### src/rtl/sync_updown_counter_pkg.sv
// sync_updown_counter_pkg: default sizing and elaboration-time parameter check for the modulo-N counter
package sync_updown_counter_pkg;
  localparam int DEF_WIDTH = 4;
  localparam int DEF_MODULUS = 10;
  function automatic bit modulus_ok(input int width, input longint modulus);
    return modulus >= 2 && modulus <= (longint'(1) << width);
  endfunction
endpackage

### src/rtl/sync_updown_counter_if.sv
// sync_updown_counter_if: control and count bundle between a counter stage and its driver
interface sync_updown_counter_if #(parameter int WIDTH = 4);
  logic en;
  logic up;
  logic load;
  logic [WIDTH-1:0] load_val;
  logic [WIDTH-1:0] q;
  logic tc;
  logic wrapped;
  modport master (output en, up, load, load_val, input q, tc, wrapped);
  modport slave (input en, up, load, load_val, output q, tc, wrapped);
endinterface

### src/rtl/sync_updown_counter_t_ff_clr.sv
// t_ff_clr: T flip-flop with asynchronous active-low clear
module t_ff_clr (
  input  logic clk,
  input  logic clear_n,
  input  logic t,
  output logic q
);
  always_ff @(posedge clk or negedge clear_n)
    if (!clear_n) q <= 1'b0;
    else if (t) q <= ~q;
endmodule

### src/rtl/sync_updown_counter.sv
// sync_updown_counter: modulo-MODULUS up/down counter on T cells with load, tc and wrap pulse; COUNTER_SAT_EN selects saturating mode
module sync_updown_counter
  import sync_updown_counter_pkg::*;
#(
  parameter int WIDTH = DEF_WIDTH,
  parameter int MODULUS = DEF_MODULUS
) (
  input logic clk,
  input logic clear_n,
  sync_updown_counter_if.slave bus
);
  localparam logic [WIDTH-1:0] MAX = WIDTH'(MODULUS - 1);
  logic [WIDTH-1:0] q, next_q, t, hi_next, lo_next, clamp;
  logic hit, wrap_next;
  if (!modulus_ok(WIDTH, MODULUS)) begin : g_bad_params
    $error("sync_updown_counter: MODULUS must lie in 2..2**WIDTH");
  end
`ifdef COUNTER_SAT_EN
  assign hi_next = MAX;
  assign lo_next = '0;
  assign wrap_next = 1'b0;
`else
  assign hi_next = '0;
  assign lo_next = MAX;
  assign wrap_next = hit;
`endif
  always_comb begin
    hit = bus.en & ~bus.load & (bus.up ? q == MAX : q == '0);
    clamp = ({1'b0, bus.load_val} < (WIDTH+1)'(MODULUS)) ? bus.load_val : MAX;
    next_q = bus.load ? clamp :
             !bus.en ? q :
             bus.up ? (q == MAX ? hi_next : q + 1'b1) :
             (q == '0 ? lo_next : q - 1'b1);
    t = q ^ next_q;
  end
  for (genvar i = 0; i < WIDTH; i++) begin : g_bit
    t_ff_clr u_t (.clk(clk), .clear_n(clear_n), .t(t[i]), .q(q[i]));
  end
  always_ff @(posedge clk or negedge clear_n)
    if (!clear_n) bus.wrapped <= 1'b0;
    else bus.wrapped <= wrap_next;
  assign bus.q = q;
  assign bus.tc = clear_n & hit;
endmodule

### src/flat_wrapper.sv
// flat-port wrapper written by rule: the top's interface ports become plain ports
module sync_updown_counter_flat import sync_updown_counter_pkg::*;
#(
  parameter int WIDTH = DEF_WIDTH,
  parameter int MODULUS = DEF_MODULUS
)
  (clk, clear_n, bus_en, bus_up, bus_load, bus_load_val, bus_q, bus_tc, bus_wrapped);
  sync_updown_counter_if #(.WIDTH(WIDTH)) bus_i ();
  input logic clk;
  input logic clear_n;
  input wire logic [$bits(bus_i.en)-1:0] bus_en;
  input wire logic [$bits(bus_i.up)-1:0] bus_up;
  input wire logic [$bits(bus_i.load)-1:0] bus_load;
  input wire logic [$bits(bus_i.load_val)-1:0] bus_load_val;
  output wire logic [$bits(bus_i.q)-1:0] bus_q;
  output wire logic [$bits(bus_i.tc)-1:0] bus_tc;
  output wire logic [$bits(bus_i.wrapped)-1:0] bus_wrapped;
  assign bus_i.en = bus_en;
  assign bus_i.up = bus_up;
  assign bus_i.load = bus_load;
  assign bus_i.load_val = bus_load_val;
  assign bus_q = bus_i.q;
  assign bus_tc = bus_i.tc;
  assign bus_wrapped = bus_i.wrapped;
  sync_updown_counter #(.WIDTH(WIDTH), .MODULUS(MODULUS)) u_core (.clk(clk), .clear_n(clear_n), .bus(bus_i));
endmodule
### config.mk
export PLATFORM = sky130hd
export DESIGN_NAME = sync_updown_counter_flat
export DESIGN_NICKNAME = d
export VERILOG_FILES = /design/src/rtl/sync_updown_counter_pkg.sv /design/src/rtl/sync_updown_counter_if.sv /design/src/rtl/sync_updown_counter_t_ff_clr.sv /design/src/rtl/sync_updown_counter.sv /design/src/flat_wrapper.sv
export SDC_FILE = /design/constraint.sdc
export NUM_CORES = 1
export LEC_CHECK = 0
export ABC_AREA = 1
export BUFFER_PORTS_ARGS = -buffer_cell sky130_fd_sc_hd__buf_2
export CAP_MARGIN = 40
export CORE_MARGIN = 10
export CORE_UTILIZATION = 40
export CTS_CLUSTER_SIZE = 30
export DETAILED_ROUTE_END_ITERATION = 10
export GPL_ROUTABILITY_DRIVEN = 0
export PLACE_DENSITY_LB_ADDON = 0.3
export SYNTH_ARGS = -nofsm -noshare
export SYNTH_HDL_FRONTEND = slang
export SYNTH_HIERARCHICAL = 1
export SYNTH_SLANG_ARGS = --single-unit
### constraint.sdc
create_clock -name clk -period 3.6 [get_ports clk]
set_input_delay 0.18 -clock clk [delete_from_list [all_inputs] [get_ports clk]]
set_output_delay 0.18 -clock clk [all_outputs]
set_load 0.05 [all_outputs]
# --- Yosys cells after proc, flatten, opt, wreduce, memory -nomap -nowiden ---
# Index checks and enable logic that the tools add are counted.
totals:
  regBits: 5
  in_bits: 9
  word_cells: 26
classes:
  add_sub_neg: 2
  magnitude_cmp: 1
  n_eq_ne: 1
  n_mux: 7
  bitwise: 9
  n_reduce_logical: 1
ops:
  columns: ["operator", "count"]
  rows:
  - ["$mux 4", 6]
  - ["$not 1->1", 5]
  - ["$add 4x1->4 const B", 1]
  - ["$eq 4x4->1 const B", 1]
  - ["$logic_not 4->1", 1]
  - ["$lt 4x4->1 const B", 1]
  - ["$sub 4x1->4 const B", 1]
  - ["$xor 4x4->4", 1]
  - ["$and 1x1->1", 3]
  - ["$mux 1", 1]

# --- Logic depth before layout (Yosys ltp) ---
logic_depth:
  depth_word: 6
  mapped_depth: 14
  depth_no_buf: 14

# --- Modules after synthesis ---
# Netlist, hierarchy kept.
modules_own_cells:
  columns: ["module", "instances", "cells_per_inst", "area_each_um2", "seq_area_each_um2"]
  rows:
  - ["sync_updown_counter", 1, 66, 364.1, 25.0]
  - ["t_ff_clr", 4, 6, 43.8, 25.0]

# --- Least setup slack after synthesis ---
# No wires, ideal clock.
synth_timing:
  kind: "register to register"
  startpoint: "reg u_core.g_bit[0].u_t.q"
  endpoint: "reg u_core.g_bit[3].u_t.q"
  t_arrival_ps: 2009
  t_required_ps: 3479
  path_slack_ps: 1471
  stages_incl_launch_ff: 14
  n_path_buf: 0
  synth_period_minus_slack_ps: 2129
  cell_sequence: "dfrtp_1 inv_1 ha_1 or2_1 nand2_2 nand3_1 nand3_1 nand2_1 nand2_1 nand2_1 nand2_1 inv_1 nand2_1 nand2_1"
synth_between:
  elab_chain_len: 6
  word_cells_on_any_way: 10
synth_rtl:
  columns: ["item", "line_no", "rtl"]
  rows:
  - ["start, declared", "sync_updown_counter_t_ff_clr.sv:6", "output logic q"]
  - ["start signal, assigned", "sync_updown_counter_t_ff_clr.sv:10", "else if (t) q <= ~q;"]
  - ["$sub 4x1->4, or another cell as far along", "sync_updown_counter.sv:33", "(q == '0 ? lo_next : q - 1'b1);"]
  - ["$mux 4, on equally long branches", "sync_updown_counter.sv:33, sync_updown_counter.sv:32", null]
  - ["$mux 4 (*)", "sync_updown_counter.sv:32", "bus.up ? (q == MAX ? hi_next : q + 1'b1) :"]
  - ["$mux 4 (*)", "sync_updown_counter.sv:31", "!bus.en ? q :"]
  - ["$mux 4 (*)", "sync_updown_counter.sv:30", "next_q = bus.load ? clamp :"]
  - ["$xor 4x4->4 (*)", "sync_updown_counter.sv:34", "t = q ^ next_q;"]
  - ["named net u_core.t[3]", "sync_updown_counter.sv:13", "logic [WIDTH-1:0] q, next_q, t, hi_next, lo_next, clamp;"]
  - ["end signal, assigned", "sync_updown_counter_t_ff_clr.sv:10", null]
  - ["end, declared", "sync_updown_counter_t_ff_clr.sv:6", null]
# Mark *: on every way through the listed nets, which the timed path passes. The rest lies on a longest branch.
# A chain may end at the register's enable or synchronous reset.

# --- Worst setup path after layout ---
layout_timing:
  startpoint: "reg u_core.g_bit[0].u_t.q"
  endpoint: "out bus_tc"
layout_between:
  elab_chain_len: 4
  word_cells_on_any_way: 5
layout_rtl:
  columns: ["item", "line_no", "rtl"]
  rows:
  - ["$eq 4x4->1 / $logic_not 4->1 (equally long branches)", "sync_updown_counter.sv:28", "hit = bus.en & ~bus.load & (bus.up ? q == MAX : q == '0);"]
  - ["$mux 1 (*)", "sync_updown_counter.sv:28", null]
  - ["$and 1x1->1 (*)", "sync_updown_counter.sv:28", null]
  - ["named net u_core.hit", "sync_updown_counter.sv:14", "logic hit, wrap_next;"]
  - ["$and 1x1->1 (*)", "sync_updown_counter.sv:43", "assign bus.tc = clear_n & hit;"]
  - ["end, declared", "flat_wrapper.sv:16", "output wire logic [$bits(bus_i.tc)-1:0] bus_tc;"]
# Marks and branches as above.

==> flow_summary.toml <==
[cells_and_area]
drive_gt1_frac = 0.220
diodes = 0
syn2layout_area_growth_pct = 23.2
fillers = 121
layout.nets = 122
instances_no_fill = 124

[global_route]
grt_pass1_vias = 610
grt_max_degree = 11
grt.total_usage = 0.0970
grt_pass1_wl_mm = 2.53
grt_overflow_total = 0
antenna_found_initial = 0

[place]
dp.cells = 119
dp_hpwl_mm = 1.16
portBuffers = 14

[sta]
fin_crit_ns = 2.14
timing.final.crit_share = 0.594
fin_setup_tns_ns = 0
timing.hold.ws_ns = 0.203
slew_violations = 0
fmax_mhz = 467
hold_violations = 0
skew_ns = 0.00304
worst_pin_slew_ns = 0.346
setup_viol = 0
maxSlewHeadroom = 0.769
rsz0062_at_grt = "false"

[setup_path]
cp_max_fo = 10
worstSetupEndpointType = "output port"
crit_arrival_ns = 1.96
r2r_cells = 13
r2r_start = "u_core/g_bit[0].u_t/q$_DFFE_PN0P_"
worstPathRequired_ns = 3.42
setup.worst_path.class = "reg -> out"
rr_endpoint = "u_core/g_bit[1].u_t/q$_DFFE_PN0P_"
reg2reg_slack_ns = 1.63
crit_start = "u_core/g_bit[0].u_t/q$_DFFE_PN0P_"
critPathLaunchType = "flip-flop"

[clock_network]
insertion_delay_ns = 0.25
numCtsBuffers = 3
cts_max_path_buffers = 2
clkTransAtPathRegs_ns = 0.05
clkSinkCount = 5
cts_tree = "built"
htreeDepth = 1
post-cts-setup-buffers = 0
post_cts_resized = 0
hold_buffers = 1
root_buffer = "clkbuf_4"

[routing]
via_per_inst = 5.15
postRouteAntennaNets = 0
finalWirelength_mm = 1.53
vias = 639
firstDrtPassIters = 4
drtIter0Drc = 58
post-route-drc-count = 0
wl_per_cell_um = 12.3

[synthesis]
synth.distinct_cells = 18
syn_area_per_cell_um2 = 5.99
synthCells = 90
synth_fp_nets = 102
synth_seq_cells = 5
syn_area_um2 = 539
ys.warnings.count = 6
ys_seq_area_frac = 0.232

[floorplan]
start_util = 0.420
io_pins = 15
die_area_um2 = 3220
core_area_um2 = 1280
rows = 13
die_h_um = 56.7
fp.dieW_um = 56.7

[hold_path]
hold_path_depth = 2
hold_path_class = "in -> reg"
min_from = "bus_load"
min_to = "u_core/bus.wrapped$_DFF_PN0_"

[run]
cap_violations = 0

[power]
powerDensity_nw_per_um2 = 849
ir_drop_v = 0.000422
total_power_w = 0.000564
power.leakage_nw = 0.394

[status]
status = "completed"
-- power breakdown --
group	switching, W	internal [W]
clock network	0.0000268	0.0000422
logic	0.000249	0.000107
registers	0.0000582	0.0000810
total	0.000334	0.000230
-- cells in the final DEF, fill, tap and decap left out --
cell type,instances
a21oi_1,4
and2_1,1
buf_2,14
clkbuf_1,1
clkbuf_4,3
dfrtp_1,5
dlygate4sd3_1,1
ha_1,3
inv_1,14
inv_2,3
nand2_1,33
nand2_2,1
nand3_1,10
nand3_2,1
nand4_1,2
nor2_1,3
nor2_2,1
nor4_4,1
o21ai_0,5
o21ai_1,1
or2_1,1
xor2_1,1
-- kinds of logic (layout without fill, tap and decap cells) --
| family | after synthesis | count (layout) | share of synthesized area |
|---|---|---|---|
| AO/OA/AOI/OAI | 10 | 10 | 0.0928 |
| XOR/XNOR | 1 | 1 | 0.0162 |
| adder cells (fa/ha/maj) | 3 | 3 | 0.0696 |
| buffers and inverters | 17 | 36 | 0.118 |
| flip-flops | 5 | 5 | 0.232 |
| AND/OR/NAND/NOR | 54 | 54 | 0.471 |
-- metrics by stage --
stage,setup slack (ns),utilization,instance area (um2)
final,1.46,0.517,664
after global routing,1.31,0.517,664
after CTS,1.45,0.517,664
after detailed placement,1.68,0.489,628
after global placement,1.72,0.489,628
after floorplan,1.47,-,539
-- state kept, by name (all words and copies together) (netlist names) --
| name | cells |
|---|---|
| u_core/bus.wrapped | 1 |
| u_core/g_bit.u_t/q | 4 |
-- routing by layer --
metal / routed length (um) / GRT usage
met1: 592 / 0.103
met2: 667 / 0.141
met3: 189 / 0.0337
met4: 75 / 0.0997
met5: 0 / 0
-- how the worst max path moves through the flow --
| stage | end | slack [ns] | cells past startpoint |
|---|---|---|---|
| floorplan | u_core/g_bit[3].u_t/q$_DFFE_PN0P_ | 1.47 | 13 |
| global placement | u_core/g_bit[1].u_t/q$_DFFE_PN0P_ | 1.72 | 13 |
| detailed placement | u_core/g_bit[1].u_t/q$_DFFE_PN0P_ | 1.68 | 13 |
| CTS | bus_tc | 1.45 | 7 |
| global route | bus_tc | 1.31 | 7 |
| finish | bus_tc | 1.46 | 7 |
-- cells in the mapped netlist, drive strengths merged --
master | number | area, um2
a21oi | 4 | 20.0
nor4 | 1 | 21.3
and2 | 1 | 6.26
xor2 | 1 | 8.76
ha | 3 | 37.5
nor2 | 4 | 17.5
o21ai | 6 | 30.0
nand2 | 34 | 130
or2 | 1 | 6.26
dfrtp | 5 | 125
nand4 | 2 | 12.5
inv | 17 | 63.8
nand3 | 11 | 60.1
-- area by class of cell --
type                       instances  area (um2)  share of cell area
tap                               15        18.8              0.0282
inverter                          17        63.8              0.0960
multi-input combinational         68         350               0.527
timing repair buffer              15        80.1               0.121
clock buffer                       4        26.3              0.0395
sequential                         5         125               0.188
-- critical path, cell delays in order (launching register included) --
cell     delay, ns
dfrtp_1       0.48
inv_1         0.18
ha_1          0.20
or2_1         0.14
nand2_2       0.09
nor4_4        0.22
and2_1        0.16
buf_2         0.26
Note: power is estimated with default switching activity, not from simulation.
